[config.mk]
export PLATFORM = sky130hd
export DESIGN_NAME = cdb_arbiter
export DESIGN_NICKNAME = d
export VERILOG_FILES = /design/src/rtl/cdb_arbiter_pkg.sv /design/src/rtl/cdb_rr_picker.sv /design/src/rtl/cdb_arbiter.sv
export SDC_FILE = /design/constraint.sdc
export NUM_CORES = 1
export LEC_CHECK = 0
export ABC_AREA = 1
export CORE_MARGIN = 2
export CORE_UTILIZATION = 32
export CTS_CLUSTER_SIZE = 30
export DETAILED_ROUTE_END_ITERATION = 16
export MAX_ROUTING_LAYER = met4
export PLACE_DENSITY = 0.65
export SLEW_MARGIN = 20
export SYNTH_ARGS = -nofsm -noshare
export SYNTH_HDL_FRONTEND = slang
export SYNTH_HIERARCHICAL = 1
export SYNTH_SLANG_ARGS = --single-unit
[constraint.sdc]
create_clock -name clock -period 9.8 [get_ports clock]
set_input_delay 2.94 -clock clock [delete_from_list [all_inputs] [get_ports clock]]
set_output_delay 2.94 -clock clock [all_outputs]
set_load 0.01 [all_outputs]
[src/rtl/cdb_arbiter_pkg.sv]
// cdb_arbiter_pkg: shared FU/CDB types and sizing for the CDB arbiter slice.
`ifndef N
`define N 2
`endif
`ifndef NUM_FU_ALU
`define NUM_FU_ALU 2
`endif
`ifndef NUM_FU_MULT
`define NUM_FU_MULT 2
`endif
`ifndef NUM_FU_BRANCH
`define NUM_FU_BRANCH 1
`endif
`ifndef NUM_FU_MEM
`define NUM_FU_MEM 1
`endif

package cdb_arbiter_pkg;
    localparam int NUM_FU_ALU = `NUM_FU_ALU;
    localparam int NUM_FU_MULT = `NUM_FU_MULT;
    localparam int NUM_FU_BRANCH = `NUM_FU_BRANCH;
    localparam int NUM_FU_MEM = `NUM_FU_MEM;
    localparam int R = NUM_FU_ALU + NUM_FU_MULT + NUM_FU_BRANCH + NUM_FU_MEM;
    localparam int PTR_W = $clog2(R);

    typedef logic [5:0] PHYS_TAG;
    typedef logic [31:0] DATA;

    // MEM is declared first so ALU lands in the low bits when flattened.
    typedef struct packed {
        logic [NUM_FU_MEM-1:0] mem;
        logic [NUM_FU_BRANCH-1:0] branch;
        logic [NUM_FU_MULT-1:0] mult;
        logic [NUM_FU_ALU-1:0] alu;
    } FU_REQUESTS;

    typedef FU_REQUESTS FU_GRANTS;

    typedef struct packed {
        PHYS_TAG tag;
        DATA data;
    } FU_RESULT;

    typedef struct packed {
        FU_RESULT [NUM_FU_MEM-1:0] mem;
        FU_RESULT [NUM_FU_BRANCH-1:0] branch;
        FU_RESULT [NUM_FU_MULT-1:0] mult;
        FU_RESULT [NUM_FU_ALU-1:0] alu;
    } FU_RESULTS;

    typedef struct packed {
        logic valid;
        PHYS_TAG tag;
        DATA data;
    } CDB_PACKET;
endpackage

[src/rtl/cdb_rr_picker.sv]
// cdb_rr_picker: circular scan from ptr_i, first S set request bits become ordered one-hot grants.
module cdb_rr_picker #(
    parameter int R = 6,
    parameter int S = 2,
    parameter int PW = $clog2(R)
) (
    input logic [R-1:0] req_i,
    input logic [PW-1:0] ptr_i,
    output logic [S-1:0][R-1:0] gnt_o
);
    int idx;
    int cnt;

    always_comb begin
        gnt_o = '0;
        cnt = 0;
        idx = 0;
        for (int i = 0; i < R; i++) begin
            idx = int'(ptr_i) + i;
            if (idx >= R) idx = idx - R;
            if (req_i[idx] && cnt < S) begin
                gnt_o[cnt][idx] = 1'b1;
                cnt = cnt + 1;
            end
        end
    end
endmodule

[src/rtl/cdb_arbiter.sv]
// cdb_arbiter: round-robin CDB slot arbiter with combinational grants and registered broadcast.
// CDB_STARVE_GUARD_EN adds per-requester starvation counters that force slot 0.
module cdb_arbiter
    import cdb_arbiter_pkg::*;
#(
    parameter int NUM_CDB = `N,
    parameter int STARVE_LIMIT = 4
) (
    input logic clock,
    input logic reset,
    input logic mispredict,
    input FU_REQUESTS cdb_requests,
    input logic [`NUM_FU_MULT-1:0] mult_requests,
    input FU_RESULTS fu_results,
    output FU_GRANTS fu_grants,
    output CDB_PACKET [NUM_CDB-1:0] cdb_out,
    output logic [PTR_W-1:0] rr_ptr_dbg
);
    logic [R-1:0] req, req_eff, pick_req, g_flat;
    logic [PTR_W-1:0] rr_ptr_q, rr_ptr_d;
    logic [NUM_CDB-1:0][R-1:0] pick, slot;
    CDB_PACKET [NUM_CDB-1:0] cdb_d, cdb_q;
    FU_RESULT [R-1:0] res;

    assign req = {cdb_requests.mem, cdb_requests.branch, cdb_requests.mult | mult_requests, cdb_requests.alu};
    assign req_eff = (reset || mispredict) ? '0 : req;
    assign res = fu_results;

    cdb_rr_picker #(.R(R), .S(NUM_CDB), .PW(PTR_W)) u_picker (
        .req_i(pick_req),
        .ptr_i(rr_ptr_q),
        .gnt_o(pick)
    );

`ifdef CDB_STARVE_GUARD_EN
    localparam int CW = $clog2(STARVE_LIMIT + 1);
    logic [CW-1:0] cnt_q [R];
    logic [R-1:0] starving, frc;

    always_comb begin
        starving = '0;
        for (int i = 0; i < R; i++) starving[i] = req_eff[i] && (cnt_q[i] == CW'(STARVE_LIMIT));
    end

    // Lowest-index starving requester wins slot 0; the scan fills the rest.
    assign frc = starving & (~starving + R'(1));
    assign pick_req = req_eff & ~frc;

    always_comb begin
        slot = pick;
        if (|frc) begin
            slot[0] = frc;
            for (int k = 1; k < NUM_CDB; k++) slot[k] = pick[k-1];
        end
    end

    always_ff @(posedge clock) begin
        for (int i = 0; i < R; i++) begin
            if (reset) cnt_q[i] <= '0;
            else if (req[i] && !g_flat[i]) cnt_q[i] <= (cnt_q[i] == CW'(STARVE_LIMIT)) ? cnt_q[i] : cnt_q[i] + CW'(1);
            else cnt_q[i] <= '0;
        end
    end
`else
    assign pick_req = req_eff;
    assign slot = pick;
`endif

    always_comb begin
        g_flat = '0;
        for (int k = 0; k < NUM_CDB; k++) g_flat = g_flat | slot[k];
    end

    assign fu_grants = g_flat;

    // Later slots overwrite rr_ptr_d, so it ends up just past the last granted requester.
    always_comb begin
        rr_ptr_d = rr_ptr_q;
        cdb_d = '0;
        for (int k = 0; k < NUM_CDB; k++) begin
            for (int i = 0; i < R; i++) begin
                if (slot[k][i]) begin
                    rr_ptr_d = (i == R - 1) ? '0 : PTR_W'(i + 1);
                    cdb_d[k] = '{valid: 1'b1, tag: res[i].tag, data: res[i].data};
                end
            end
        end
    end

    always_ff @(posedge clock) begin
        if (reset || mispredict) begin
            rr_ptr_q <= '0;
            cdb_q <= '0;
        end else begin
            rr_ptr_q <= rr_ptr_d;
            cdb_q <= cdb_d;
        end
    end

    assign cdb_out = cdb_q;
    assign rr_ptr_dbg = rr_ptr_q;
endmodule

==> impl_metrics.yaml, run 1 <==
die:
  die-area_um2: 25500
  initial_utilization_pct: 32.9
  rows: 56
  die_h_um: 160
  die_w_um: 160
  core_area_um2: 23600
  ioPinCount: 326
detailed_routing:
  drt_pass1_iterations: 6
  wl_per_cell_um: 19.9
  routed_wl_mm: 39.1
  postRouteAntennaNets: 0
  via_per_inst: 5.44
  num_vias: 10670
  drc: 0
  drt_iter0_drc: 1065
critical_path:
  cp-startpoint: "mispredict"
  start_kind: "input port"
  cp-end-kind: "output pin"
  crit_path_max_fanout: 8
  crit_required_ns: 6.86
  crit_arrival_ns: 6.68
  reg2reg_from: "rr_ptr_dbg[1]$_SDFFE_PP0P_"
  path_class: "input port to output pin"
layout:
  post-route-util_pct: 50.3
  num-fill-cells: 2365
  finalNonFillerCells: 1963
  drive_gt1_share_pct: 9.83
  regArea_um2: 1620
  fin_nets: 1891
  design_area_um2: 11900
  area_growth_pct: 53.0
  multiInputGateArea_um2: 5460
placed_design:
  dpl_cell_area_um2: 11300
  gp_congestion: 0.929
  dp_hpwl_mm: 26.6
  numPortBuffers: 325
  dpl.cell_count: 1933
synth:
  synth_seq_area_share_pct: 20.9
  async_flop_share_pct: 0
  synth_cells: 1334
  ys.flop_type: "dfxtp_1"
  ys_warn_count: 6
  syn_area_per_cell_um2: 5.82
  ys_types: 48
  synth_seq_cells: 81
  syn_area_um2: 7760
  synth_nets: 1592
  synth-edff-count: 0
global_routing:
  grt_antenna_before_repair: 6
  grt_pass1_vias: 9963
  grt_max_degree: 80
  grt_pass1_wl_mm: 58.8
  grt.total_usage_pct: 30.1
  grt_overflow: 0
power_and_ir_drop:
  leakage_nw: 4.83
  ir_drop_mv: 0.147
  powerDensity_nw_per_um2: 249
cts:
  clkTransAtPathRegs_ns: 0.06
  clock-sinks: 81
  cts_tree: "yes"
  cts_root_buf: "clkbuf_16"
  clk_latency_ns: 0.36
  cts_buffer_depth: 2
  cts_made_buffers: 9
  htree_levels: 3
sta:
  fin_crit_sh_pct: 98.1
  fin_skew_ns: 0.0111
  period_needed_ns: 9.62
  final_hold_viol_count: 0
  worst_pin_slew_ns: 0.989
  whs_ns: 0.641
  setup_viol: 0
  fmax_mhz: 104
  relSlewSlack_pct: 34.1
  drv_slew: 0
job:
  max_cap_viol_count: 0
min_path:
  hold_start: "rr_ptr_dbg[1]$_SDFFE_PP0P_"
  hold_class: "register to register"
status:
  outcome: "complete, no violations"
==> kinds of logic (layout without fill, tap and decap cells) <==
group | after synthesis | count (layout) | synth area share, %
and+or+nand+nor | 680 | 681 | 37.7
AOI/OAI and AO/OA | 383 | 383 | 28.2
buffers and inverters | 168 | 471 | 9.79
DFF | 81 | 81 | 20.9
adders and majority gates | 19 | 19 | 3.06
muxes | 2 | 2 | 0.258
xor gates and xnor gates | 1 | 1 | 0.113
other | 0 | 6 | 0
==> final timing paths <==
check | to | slack [ns] | cells after the start
worst max-delay path | fu_grants[1] | 0.18 | 28
worst min-delay path | rr_ptr_dbg[1]$_SDFFE_PP0P_ | 0.64 | 2
worst max register to register | cdb_out[6]$_SDFF_PN0_ | 3.96 | 30
worst min register to register | rr_ptr_dbg[1]$_SDFFE_PP0P_ | 0.64 | 2
==> state kept, by name, indices dropped and copies added (netlist names) <==
| signal | count |
|---|---|
| cdb_out | 78 |
| rr_ptr_dbg | 3 |
==> synthesized netlist by cell type (12+ instances only) <==
cell type | n | area (µm²)
o211ai_1 | 39 | 293
buf_2 | 36 | 180
clkbuf_1 | 47 | 176
ha_1 | 19 | 238
nand2_1 | 338 | 1270
a211oi_1 | 38 | 285
nor2_1 | 189 | 709
dfxtp_1 | 81 | 1620
nand4_1 | 12 | 75.1
inv_2 | 14 | 52.6
nand3_1 | 92 | 460
nand2_2 | 17 | 106
inv_1 | 55 | 206
a21oi_1 | 196 | 981
o21ai_0 | 88 | 440
==> layout make-up <==
cell class	instances	area share, %
multi-input combinational	1086	46.0
timing repair buffer	385	31.4
sequential	81	13.7
tap	319	3.36
inverter	70	2.26
clock buffer	10	2.01
clock inverter	6	1.16
antenna	6	0.126
==> stage by stage <==
step	total power, mW	TNS, ns	setup WS, ns
detailed placement	2.42	-0.983	-0.211
finish	2.96	0	0.182
CTS	2.88	-0.393	-0.208
floorplan	1.73	0	0.0928
global route	3.17	-0.0359	-0.0194
global placement	2.40	-0.533	-0.124
==> placed cells by master (no fill, tap or decap), drive strengths merged, types with 3 or more instances in the layout <==
| cell type | n |
|---|---|
| o21ai | 90 |
| a211oi | 38 |
| a21oi | 200 |
| clkdlybuf4s50 | 319 |
| diode | 6 |
| nand2 | 359 |
| a31oi | 6 |
| or2 | 3 |
| nor3 | 6 |
| o21bai | 4 |
| nand4 | 14 |
| nor2 | 195 |
| dfxtp | 81 |
| o211ai | 39 |
| inv | 71 |
| nand3 | 100 |
| ha | 19 |
| bufinv | 4 |
| buf | 60 |
| clkbuf | 15 |
==> what timing repair did <==
action,CTS,global route
hold buffers,0,0
gates resized for setup,7,21
setup buffers,1,4
pin swaps,4,1
setup endpoints to repair,6,6
cloned,1,0
==> power by group <==
group | internal, mW | total [mW] | switching (mW)
Clock | 0.284 | 0.447 | 0.164
Combinational | 0.787 | 2.12 | 1.33
Sequential | 0.373 | 0.389 | 0.0164
==> metal layers <==
layer	up-vias	part of all wire, %	GRT usage, %
li1	5097	-	-
met1	4809	40	36.9
met2	663	46	47.8
met3	101	10	6.78
met4	0	4.3	12.6
met5	-	0	-
==> critical path, cell delays in order <==
cell,delay (ns)
clkdlybuf4s50_1,0.45
nor2_4,0.22
inv_4,0.09
nor2_1,0.09
inv_1,0.06
o21a_1,0.19
inv_1,0.08
nand3_2,0.11
nand2_4,0.12
ha_4,0.14
a21oi_4,0.04
nand2_4,0.08
inv_2,0.04
or2_4,0.23
nand2_4,0.12
nand3_2,0.08
nand2_1,0.09
nand2_2,0.06
ha_1,0.27
nand2_1,0.10
o2111ai_4,0.21
buf_6,0.20
nor2_4,0.12
buf_4,0.13
nand3_1,0.08
nand2_2,0.07
or2_2,0.09
clkbuf_2,0.16
No activity file was read; power rests on OpenSTA's default activity.
==> run 2, diff against run 1 <==
Settings changed: ABC_AREA 1 to unset, GPL_ROUTABILITY_DRIVEN set to 0, PLACE_DENSITY 0.65 to unset.
==> run 2 against run 1 <==
The flow now finishes with violations (setup timing). Synthesized cell count down 18%. Maximum frequency decreased by 4.6%. Non-clock buffer count grew 31. Sequential cell count did not move. Power up 36%. Worst hold slack gained 0.21 ns. Combinational power is 53% higher. Wire length increased by 2.5%. Critical path type unchanged. Largest cell class unchanged.
==> impl_metrics.yaml, run 2 <==
status:
  outcome: "finished with violations"
  violations: "setup timing"
sta:
  worst_pin_slew_ns: 0.941
  fin_crit_sh_pct: 103
  drv_slew: 0
  final.setup.worst_slack_ns: -0.278
  setup_viol: 6
  rsz0062_at_grt: "true"
  relSlewSlack_pct: 37.2
  period_needed_ns: 10.08
  fin_skew_ns: 0.00993
  fmax_mhz: 99.2
  final_hold_viol_count: 0
  fin_setup_tns_ns: -1.04
synth:
  synth-edff-count: 0
  synth_nets: 1351
  synth_top_area_share_pct: 20.1
  synth_cells: 1093
  ys.flop_type: "dfxtp_1"
  synth_most_common_cell: "a21oi_1"
  syn_area_um2: 8050
  ys_top_cells_by_count: "86 x a21oi_1, 84 x nand3_1, 81 x dfxtp_1, 76 x nand3b_1, 74 x clkbuf_1"
  ys_warn_count: 6
  ys_top_cells_by_area: "dfxtp_1 20%, nand3b_1 7.1%, a21oi_1 5.3%"
  async_flop_share_pct: 0
  ys_types: 79
  synth.largest_area_cell: "dfxtp_1"
  syn_area_per_cell_um2: 7.37
  synth_seq_area_share_pct: 20.1
  synth_seq_cells: 81
min_path:
  hold_class: "register to register"
die:
  die_h_um: 163
  rows: 58
  die_w_um: 163
  initial_utilization_pct: 32.3
  core_area_um2: 25000
  ioPinCount: 326
  die-area_um2: 26500
global_routing:
  grt.total_usage_pct: 29.6
  grt_overflow: 0
  grt_pass1_vias: 9790
  grt_pass1_wl_mm: 59.0
  grt_max_degree: 82
  grt_antenna_before_repair: 2
power_and_ir_drop:
  pwr-share-seq_pct: 11.1
  internal-power_mw: 1.94
  ir_drop_mv: 0.192
  p_sw_mw: 2.09
  clkPwrFrac_pct: 8.7
  comb_power_share_pct: 80.2
  leakage_nw: 4.44
  swShare_pct: 51.9
  powerDensity_nw_per_um2: 322
layout:
  regArea_um2: 1620
  finalNonFillerCells: 1743
  fin_nets: 1663
  multiInputGateArea_um2: 6030
  largest_reg_flops: 78
  drive_gt1_share_pct: 14.0
  layout_common_cells: "311 x clkdlybuf4s50_1, 88 x buf_4, 85 x a21oi_1"
  num-fill-cells: 2375
  area_growth_pct: 55.8
  final_common_cell: "clkdlybuf4s50_1"
cts:
  clkTransAtPathRegs_ns: 0.07
  clk_latency_ns: 0.36
  clock-sinks: 81
  cts_buffer_depth: 2
  cts_root_buf: "clkbuf_16"
  cts_made_buffers: 9
  cts_tree: "yes"
  ctsHoldBuffers: 0
  htree_levels: 3
detailed_routing:
  wl_per_cell_um: 23.0
  num_vias: 10458
  drc: 0
  via_per_inst: 6.00
  postRouteAntennaNets: 0
  drt_pass1_iterations: 7
  drt_iter0_drc: 1140
  routed_wl_mm: 40.1
critical_path:
  cp-startpoint: "reset"
  reg2regPathDepth: 28
  crit_path_max_fanout: 4
  r2r_end: "cdb_out[67]$_SDFF_PN0_"
  cp-end-kind: "output pin"
  path_class: "input port to output pin"
  crit_arrival_ns: 7.14
  crit_required_ns: 6.86
  reg2reg_from: "rr_ptr_dbg[1]$_SDFFE_PP0P_"
  reg2reg_slack_ns: 2.69
  start_kind: "input port"
  cp-endpoint: "fu_grants[3]"
placed_design:
  dp_hpwl_mm: 26.7
  numPortBuffers: 325
  dpl.cell_count: 1701
job:
  max_cap_viol_count: 0
==> run 2: changes by cell type in the layout (fill, tap and decap cells not counted), sizes merged, moves of 39 or more <==
cell and delta:
and3b +39, nand3b +76, nor2 -165, a21o +43
nand2 -294, a21oi -113, a221o +41, nand2b +43
a31oi +40
==> run 2: critical path, stage by stage <==
cell and delay (ns):
buf_6 0.09, or2_4 0.28, nor2_4 0.14, mux2i_2 0.11, a21o_1 0.18, a211oi_2 0.26, nor2_2 0.07, a21oi_2 0.18
ha_2 0.25, a21oi_4 0.05, mux2_4 0.33, nor2_4 0.09, nand2_1 0.05, o21ai_1 0.11, and2_4 0.16, ha_4 0.19
nor2b_4 0.13, or2_4 0.26, a311oi_2 0.33, nand2_2 0.15, nor4_4 0.30, a221o_1 0.22, or2_4 0.15, buf_6 0.10
==> run 2: worst min-delay path by stage <==
stage	from	end	slack (ns)	cells past startpoint
5_1_grt	rr_ptr_dbg[0]$_SDFFE_PP0P_	rr_ptr_dbg[0]$_SDFFE_PP0P_	0.91	3
4_1_cts	rr_ptr_dbg[0]$_SDFFE_PP0P_	rr_ptr_dbg[0]$_SDFFE_PP0P_	0.85	3
3_3_place_gp	rr_ptr_dbg[0]$_SDFFE_PP0P_	rr_ptr_dbg[0]$_SDFFE_PP0P_	0.82	3
3_5_place_dp	rr_ptr_dbg[0]$_SDFFE_PP0P_	rr_ptr_dbg[0]$_SDFFE_PP0P_	0.83	3
6_report	rr_ptr_dbg[0]$_SDFFE_PP0P_	rr_ptr_dbg[0]$_SDFFE_PP0P_	0.85	3
2_1_floorplan	rr_ptr_dbg[0]$_SDFFE_PP0P_	rr_ptr_dbg[0]$_SDFFE_PP0P_	0.67	2
==> run 2: repair_timing <==
action                     in CTS  in global routing
setup buffers                  18                  4
gates resized for setup        64                 29
setup endpoints to repair       6                  6
pin swaps                      31                 28
==> run 2: power by group through the flow <==
stage          Combinational, mW  Sequential (mW)  Clock, mW
5_1_grt                     3.44            0.454      0.369
2_1_floorplan               1.83            0.489          0
6_report                    3.24            0.448      0.351
3_5_place_dp                2.96            0.454          0
3_3_place_gp                2.96            0.456          0
4_1_cts                     3.12            0.448      0.364
==> run 2: through the flow <==
| stage | worst slack (ns) | area (µm²) | power (mW) | util, % | hold WS (ns) |
|---|---|---|---|---|---|
| 2_1_floorplan | -0.539 | 8250 | 2.32 | - | 0.668 |
| 3_3_place_gp | -1.09 | 11900 | 3.42 | 47.6 | 0.817 |
| 3_5_place_dp | -1.18 | 11900 | 3.41 | 47.6 | 0.828 |
| 4_1_cts | -0.163 | 12400 | 3.94 | 49.7 | 0.853 |
| 5_1_grt | -0.449 | 12500 | 4.27 | 50.3 | 0.906 |
| 6_report | -0.278 | 12600 | 4.04 | 50.3 | 0.853 |
==> run 2: layout make-up <==
type                       count  area share [%]
inverter                      59            1.76
antenna                        3          0.0598
clock buffer                  10            1.90
multi-input combinational    838            48.1
timing repair buffer         416            31.6
sequential                    81            12.9
tap                          330            3.29
clock inverter                 6           0.399
==> run 2: per-layer routing <==
metal,share of wire (%),up-vias,routed length (µm),track usage (%)
met2,46,690,18500,46.7
met4,4.2,0,1700,12.9
met1,40,4889,16000,37.1
met5,0,-,0,-
li1,-,4767,-,-
met3,9.7,112,3900,5.55
==> run 2: logic make-up (layout without fill, tap and decap cells) <==
| logic type | Yosys count | count (layout) | share of synthesized area, % |
|---|---|---|---|
| DFF | 81 | 81 | 20.1 |
| AOI/OAI and AO/OA | 403 | 403 | 35.7 |
| other | 0 | 3 | 0 |
| and+or+nand+nor | 395 | 395 | 29.3 |
| buffers and inverters | 174 | 491 | 8.81 |
| muxes | 15 | 15 | 2.42 |
| xor gates and xnor gates | 6 | 6 | 0.746 |
| adders and majority gates | 19 | 19 | 2.95 |
==> run 3, diff against run 2 <==
Settings changed: SLEW_MARGIN 20 to 10.
==> run 3 against run 2 <==
The flow still finishes with violations (setup timing). Cell area down 0.16%. Die area unchanged. Combinational power about the same. Worst hold slack better by 0.0043 ns. Sequential cell count unchanged. Worst setup slack better by 0.014 ns. Cell count about the same. Register-to-register slack worse by 0.04 ns. Critical path depth unchanged. Largest cell class unchanged.
==> impl_metrics.yaml, run 3 (synthesized netlist as in run 2, its figures left out) <==
die:
  die_w_um: 163
  rows: 58
  initial_utilization_pct: 32.3
  die-area_um2: 26500
  ioPinCount: 326
  core_area_um2: 25000
  die_h_um: 163
global_routing:
  grt_overflow: 0
  grt.total_usage_pct: 29.6
  grt_antenna_before_repair: 2
  grt_max_degree: 82
  grt_pass1_vias: 9790
  grt_pass1_wl_mm: 59.0
layout:
  num-fill-cells: 2377
  fin_nets: 1662
  drive_gt1_share_pct: 14.0
  multiInputGateArea_um2: 6030
  layout_common_cells: "311 x clkdlybuf4s50_1, 88 x buf_4, 85 x a21oi_1"
  area_growth_pct: 55.6
  post-route-util_pct: 50.2
  largest_reg_flops: 78
  regArea_um2: 1620
  final_common_cell: "clkdlybuf4s50_1"
placed_design:
  numPortBuffers: 325
  dp_hpwl_mm: 26.7
  dp_slack_ns: -1.18
power_and_ir_drop:
  swShare_pct: 52.0
  comb_power_share_pct: 80.2
  p_total_mw: 4.03
  pwr-share-seq_pct: 11.1
  ir_drop_mv: 0.192
  p_sw_mw: 2.10
  internal-power_mw: 1.93
  leakage_nw: 4.43
  powerDensity_nw_per_um2: 322
  clkPwrFrac_pct: 8.7
status:
  violations: "setup timing"
  outcome: "finished with violations"
critical_path:
  reg2regPathDepth: 28
  cp-end-kind: "output pin"
  crit_arrival_ns: 7.12
  path_class: "input port to output pin"
  crit_path_max_fanout: 4
  start_kind: "input port"
  r2r_end: "cdb_out[67]$_SDFF_PN0_"
  reg2reg_slack_ns: 2.65
  crit_required_ns: 6.86
  reg2reg_from: "rr_ptr_dbg[1]$_SDFFE_PP0P_"
cts:
  ctsHoldBuffers: 0
  cts_root_buf: "clkbuf_16"
  clkTransAtPathRegs_ns: 0.07
  htree_levels: 3
  cts_tree: "yes"
  clk_latency_ns: 0.36
  cts_made_buffers: 9
  cts_buffer_depth: 2
  clock-sinks: 81
job:
  max_cap_viol_count: 0
sta:
  final_hold_viol_count: 0
  fin_setup_tns_ns: -1.04
  fin_skew_ns: 0.00947
  whs_ns: 0.857
  period_needed_ns: 10.06
  worst_pin_slew_ns: 1.19
  fmax_mhz: 99.4
  final.setup.worst_slack_ns: -0.264
  setup_viol: 6
  rsz0062_at_grt: "true"
  relSlewSlack_pct: 20.8
  drv_slew: 0
  fin_crit_sh_pct: 103
detailed_routing:
  routed_wl_mm: 40.1
  num_vias: 10449
  drt_iter0_drc: 1138
  via_per_inst: 6.00
  postRouteAntennaNets: 0
  drt_pass1_iterations: 8
  drc: 0
  wl_per_cell_um: 23.0
min_path:
  hold_start: "rr_ptr_dbg[0]$_SDFFE_PP0P_"
  hold_class: "register to register"
  min_to: "rr_ptr_dbg[0]$_SDFFE_PP0P_"
  hold_depth: 3
==> run 3: changes by cell type in the layout (fill, tap and decap cells not counted), sizes merged <==
cell / change
buf: -1
==> run 3: worst max-delay path: stages <==
cell and delay (ns):
buf_6 0.09, or2_4 0.28, nor2_4 0.14, mux2i_2 0.11, a21o_1 0.18, a211oi_2 0.26, nor2_2 0.07, a21oi_2 0.19
ha_2 0.25, a21oi_4 0.05, mux2_4 0.33, nor2_4 0.09, nand2_1 0.05, o21ai_1 0.11, and2_4 0.16, ha_4 0.19
nor2b_4 0.12, or2_4 0.26, a311oi_2 0.33, nand2_2 0.15, nor4_4 0.29, a221o_1 0.21, or2_4 0.15, buf_6 0.10
==> run 3: stage by stage <==
stage	std cells	instance area [µm²]
floorplan	1093	8250
global placement	1701	11900
detailed placement	1701	11900
CTS	1735	12400
global route	1741	12500
finish	1742	12500
==> run 3: power groups by stage <==
| stage | clock network, mW | logic (mW) | registers (mW) |
|---|---|---|---|
| 6_report | 0.351 | 3.23 | 0.448 |
| 5_1_grt | 0.369 | 3.43 | 0.454 |
| 4_1_cts | 0.364 | 3.12 | 0.448 |
| 3_5_place_dp | 0 | 2.96 | 0.454 |
| 3_3_place_gp | 0 | 2.96 | 0.456 |
| 2_1_floorplan | 0 | 1.83 | 0.489 |
==> run 3: worst max path at each step <==
| stage | slack [ns] | to | cells past startpoint | from |
|---|---|---|---|---|
| 6_report | -0.26 | fu_grants[3] | 24 | reset |
| 5_1_grt | -0.45 | fu_grants[3] | 24 | reset |
| 4_1_cts | -0.16 | fu_grants[3] | 24 | reset |
| 3_5_place_dp | -1.18 | fu_grants[1] | 23 | mispredict |
| 3_3_place_gp | -1.09 | fu_grants[1] | 23 | mispredict |
| 2_1_floorplan | -0.54 | fu_grants[2] | 26 | mispredict |
==> run 3: layer usage <==
metal,global-route usage [%],wire length (µm),vias up
li1,-,-,4755
met1,37.1,16100,4918
met2,46.7,18600,672
met3,5.55,3700,104
met4,12.9,1710,0
met5,-,0,-
==> run 3: area by class of cell <==
class / count / area share, %
clock inverter: 6 / 0.399
antenna: 3 / 0.0599
clock buffer: 10 / 1.91
multi-input combinational: 838 / 48.1
timing repair buffer: 415 / 31.5
inverter: 59 / 1.77
sequential: 81 / 12.9
tap: 330 / 3.30
==> run 3: repair_timing <==
action                                  CTS  global route
pin swaps                                31            28
endpoints found under the setup margin    6             6
gates resized for setup                  64            29
setup buffers                            18             4
